## src/rtl/band_energy_accum.sv

```systemverilog
// Per-band energy accumulator for a 16-band filter bank: sums shifted magnitudes
// over FRAME_LEN enabled samples, then streams the 16 band energies out.
module band_energy_accum #(
  parameter int unsigned FRAME_LEN = 64,
  parameter int unsigned SHIFT     = 12
) (
  input  logic         clock,
  input  logic         reset,
  input  logic         clk_enable,
  input  logic [591:0] band_in,
  input  logic         ovr_clear,
  input  logic         out_ready,
  output logic         out_valid,
  output logic [31:0]  out_data,
  output logic [3:0]   out_chan,
  output logic         out_last,
  output logic         overrun
);

  localparam int unsigned CW = $clog2(FRAME_LEN);
  localparam logic [CW-1:0] CNT_LAST = CW'(FRAME_LEN - 1);

  typedef enum logic {IDLE, SEND} state_t;

  state_t      state_q, state_d;
  logic [3:0]  idx_q, idx_d;
  logic        overrun_q, overrun_d;
  logic [CW-1:0] cnt_q;
  logic [31:0] acc_q  [16];
  logic [31:0] snap_q [16];
  logic [23:0] shmag  [16];
  logic [31:0] accsum [16];
  logic        frame_end, capture, drop;

  assign frame_end = clk_enable && (cnt_q == CNT_LAST);

  for (genvar k = 0; k < 16; k++) begin : g_band
    logic [36:0] b;
    logic [35:0] mag;
    logic [32:0] sum;

    assign b = band_in[37*k +: 37];

    // Negative values fold into 36 bits except -2^36, which clamps to full scale.
    always_comb begin
      if (!b[36])                mag = b[35:0];
      else if (b[35:0] == '0)    mag = '1;
      else                       mag = -b[35:0];
    end

    assign shmag[k]  = 24'(mag >> SHIFT);
    assign sum       = {1'b0, acc_q[k]} + 33'(shmag[k]);
    assign accsum[k] = sum[32] ? '1 : sum[31:0];
  end

  always_ff @(posedge clock or posedge reset) begin
    if (reset) begin
      cnt_q     <= '0;
      state_q   <= IDLE;
      idx_q     <= '0;
      overrun_q <= 1'b0;
      for (int unsigned k = 0; k < 16; k++) begin
        acc_q[k]  <= '0;
        snap_q[k] <= '0;
      end
    end else begin
      if (clk_enable) begin
        cnt_q <= frame_end ? '0 : cnt_q + 1'b1;
        for (int unsigned k = 0; k < 16; k++)
          acc_q[k] <= frame_end ? '0 : accsum[k];
      end
      if (capture) begin
        for (int unsigned k = 0; k < 16; k++)
          snap_q[k] <= accsum[k];
      end
      state_q   <= state_d;
      idx_q     <= idx_d;
      overrun_q <= overrun_d;
    end
  end

  always_comb begin
    state_d   = state_q;
    idx_d     = idx_q;
    capture   = 1'b0;
    drop      = 1'b0;
    out_valid = 1'b0;
    out_data  = '0;
    out_chan  = '0;
    out_last  = 1'b0;
    unique case (state_q)
      IDLE: begin
        if (frame_end) begin
          capture = 1'b1;
          idx_d   = '0;
          state_d = SEND;
        end
      end
      SEND: begin
        out_valid = 1'b1;
        out_data  = snap_q[idx_q];
        out_chan  = idx_q;
        out_last  = (idx_q == 4'd15);
        if (out_ready) begin
          idx_d = idx_q + 4'd1;
          if (idx_q == 4'd15) state_d = IDLE;
        end
        // A frame ending on the final transfer is streamed back-to-back; otherwise dropped.
        if (frame_end) begin
          if (out_ready && idx_q == 4'd15) begin
            capture = 1'b1;
            idx_d   = '0;
            state_d = SEND;
          end else begin
            drop = 1'b1;
          end
        end
      end
      default: state_d = IDLE;
    endcase
    overrun_d = drop ? 1'b1 : (ovr_clear ? 1'b0 : overrun_q);
  end

  assign overrun = overrun_q;

endmodule

```

## config.mk

```make
export PLATFORM = sky130hd
export DESIGN_NAME = band_energy_accum
export DESIGN_NICKNAME = d
export VERILOG_FILES = /design/src/rtl/band_energy_accum.sv
export SDC_FILE = /design/constraint.sdc
export NUM_CORES = 2
export LEC_CHECK = 0
export ABC_AREA = 0
export CAP_MARGIN = 10
export CORE_MARGIN = 3
export CORE_UTILIZATION = 45
export CTS_CLUSTER_SIZE = 8
export DETAILED_ROUTE_END_ITERATION = 12
export GPL_TIMING_DRIVEN = 0
export PLACE_DENSITY = 0.66
export SLEW_MARGIN = 20
export SYNTH_ARGS = -nofsm -noshare
export SYNTH_HDL_FRONTEND = slang
export SYNTH_SLANG_ARGS = --single-unit
```

## constraint.sdc

```tcl
create_clock -name clock -period 32.3 [get_ports clock]
set_clock_uncertainty 0.1 [all_clocks]
set_input_delay 3.23 -clock clock [delete_from_list [all_inputs] [get_ports clock]]
set_output_delay 3.23 -clock clock [all_outputs]
set_load 0.01 [all_outputs]
```

==> summary.md <==
| Metric | Value |
|---|---|
| Slew HR | `11.3%` |
| Setup bufs post-CTS | `0` |
| Core area | `166000 um^2` |
| CTS tree | `yes` |
| DPL Wire Length | `237000 um` |
| H-tree lvl count | `4` |
| Cts repair resizes | `0` |
| Mapped Area | `75200 um^2` |
| Total Neg Setup Slack | `0 ns` |
| Core Util, Final | `53.9%` |
| Clk sinks | `1036` |
| Drt drc | `0` |
| Commonest non-fill, non-tap cells in the layout | `nand2_1, dfrtp_1, o21ai_0` |
| VDD IR-drop max | `0.0538 mV` |
| Overall die height | `415 um` |
| Placed Cells | `11500` |
| DR WL/cell | `25.7 um` |
| 1st-iter DRT viols | `6676` |
| Initial Utilization | `45.4%` |
| CTS clk-pin slew, worst paths | `0.05 ns` |
| Minimum clock period | `11.31 ns` |
| Latest clock arrival within the worst-skew pair | `0.80 ns` |
| Max-cap violations | `0` |
| Syn Nets | `9681` |
| Vias | `72400` |
| Setup Crit Path Kind | `in2reg` |
| Antenna Nets Post-Route | `0` |
| Post-synth EDFFs | `0` |
| Yosys cell types | `89` |
| Layout Area Growth over Synthesis | `18.7%` |
| Hold path startpoint | `snap_q[306]` |
| Fin cells | `11600` |
| CTS buffer count | `149` |
| First-pass detailed-route iteration total | `6` |
| Final hold violations | `0` |
| Std cell rows | `149` |
| Post-synth top flop | `dfrtp_1` |
| WP data required | `32.90 ns` |
| Global route overflow | `0` |
| Power per Cell Area | `85.2 nW/um^2` |
| RSZ-0062 raised after global routing | `false` |
| Routed wire length | `299000 um` |
| Commonest non-fill, non-tap cell in the layout | `nand2_1` |
| Die footprint | `172000 um^2` |
| Startpoint Class | `input port` |
| Crit. Startpoint | `band_in[481]` |
| Post-synth ARST share | `100%` |
| Worst Max-Slew Pin Slew | `1.33 ns` |
| Reg2Reg Depth | `9` |
| Global-route wire length before repair | `444000 um` |
| PortBufs | `630` |
| Fill cells | `15200` |
| Total leakage power | `38.6 nW` |
| Final nets | `10500` |
| Setup crit end kind | `register` |
| Final worst-path setup slack | `20.99 ns` |
| Seq cells post-synth | `1036` |
| Overall Global Routing Usage | `33.8%` |
| Hold/Removal Path Class | `reg2reg` |
| GP Congestion | `1.02` |
| Highest Clock Rate | `88.4 MHz` |
| Vias in the first global route | `70700` |
| Initial antenna violation count | `26` |
| Crit Path Max Fanout | `10` |
| Hold buffers post-CTS | `0` |
| Mapped Avg Cell Area | `8.74 um^2` |
| DR vias/cell | `6.22` |
| Pre-CTS setup slack | `20.50 ns` |
| Clk root buf | `clkbuf_16` |
| Seq/Total Area, Yosys | `34.5%` |
| Number of setup violations in the final report | `0` |
| Largest net degree at the start of global routing | `35` |
| Status | `completed` |
| Layout cells sized above 1 | `5.61%` |
| Number of cells on the worst hold path | `2` |
| Longest Clk Path Bufs | `3` |
| Synthesized instance count | `8602` |
| Worst r2r src | `state_q` |
| Die X | `415 um` |
| Min Hold Slack | `0.372 ns` |
| FF-to-FF setup slack | `26.66 ns` |
| IO Pins | `636` |
| Synth Warn # | `0` |
| Slew Limit Fails | `0` |
| Crit share post-route | `35.0%` |
| Crit path arrival time | `11.91 ns` |
-- through the flow --
| step | power [mW] | instance area, um^2 |
|---|---|---|
| after floorplan | 4.82 | 75200 |
| after global placement | 5.98 | 84300 |
| after detailed placement | 6.07 | 85200 |
| after CTS | 7.53 | 89200 |
| after global routing | 8.10 | 89300 |
| final | 7.60 | 89300 |
-- cell usage after synthesis (all sizes together) (160+ instances only) --
cell | number | area, um^2
nand2 | 1193 | 4490
clkbuf | 412 | 1550
inv | 181 | 679
a31oi | 166 | 1040
mux4 | 160 | 3600
dfrtp | 1036 | 25900
o2bb2ai | 342 | 3000
nand3 | 160 | 801
ha | 466 | 5830
o21ai | 816 | 4080
xor2 | 394 | 3450
a21oi | 525 | 2630
xnor2 | 235 | 2060
nor2 | 657 | 2470
-- critical path, cell delays in order --
cell and delay, ns:
clkdlybuf4s50_1 0.40, nor4_1 0.41, nand4b_1 0.34, nor4_1 0.51, nor4b_1 0.73, nand3b_1 0.34, or4_1 0.57, nor2_1 0.12
nand3_1 0.32, clkbuf_1 0.34, nand2_1 0.20, ha_1 0.21, inv_1 0.06, fa_1 0.40, nand2b_1 0.20, a21oi_1 0.27
o211a_1 0.24, o211ai_1 0.21, a211oi_1 0.31, or3_1 0.26, clkbuf_1 0.42, nor2b_1 0.19, clkbuf_1 0.51, clkbuf_1 0.52
nor2_1 0.31, o21ai_0 0.25
-- power by group --
part,switching [mW],total [mW],leakage [nW],internal [mW]
clock network,0.603,1.44,1.96,0.835
registers,0.363,2.08,13.5,1.71
logic,2.49,4.09,23.1,1.60
-- per-layer routing --
metal	global-route usage [%]	vias up	routed length, um
met5	0	-	42
met4	20.3	6	20600
met3	6.32	711	23500
met2	53.9	3074	136000
met1	42.7	35500	119000
li1	-	33100	-
-- cells by family after synthesis --
logic type                 after synthesis  synth area share [%]
muxes                                  224                  5.67
xor gates and xnor gates               629                  7.32
and+or+nand+nor                       2943                  18.4
DFF                                   1036                  34.5
buffers and inverters                  628                  3.16
adders and majority gates              482                  8.18
AOI/OAI and AO/OA                     2660                  22.8
-- layout make-up --
cell class,count,area (um^2),share of cell area (%)
diodes,4,10.0,0.0112
plain buffers,446,1750,1.96
clock buffers,164,3870,4.33
clock inverters,11,138,0.154
inverters,182,687,0.769
multi-input cells,6938,47000,52.6
flip-flops and latches,1036,25900,29.0
well taps,2189,2740,3.07
repair buffers,671,7200,8.07
-- final timing paths --
check	to
setup / recovery	snap_q[85]
hold / removal	snap_q[306]
setup reg to reg	snap_q[444]
hold reg to reg	snap_q[306]
max in group asynchronous	acc_q[301]
min in group asynchronous	snap_q[390]
-- registers in the layout (all words and copies together) (netlist names) --
signal   count
idx_q        4
acc_q      512
state_q      1
overrun      1
snap_q     512
cnt_q        6
No activity file was read; power rests on OpenSTA's default activity.
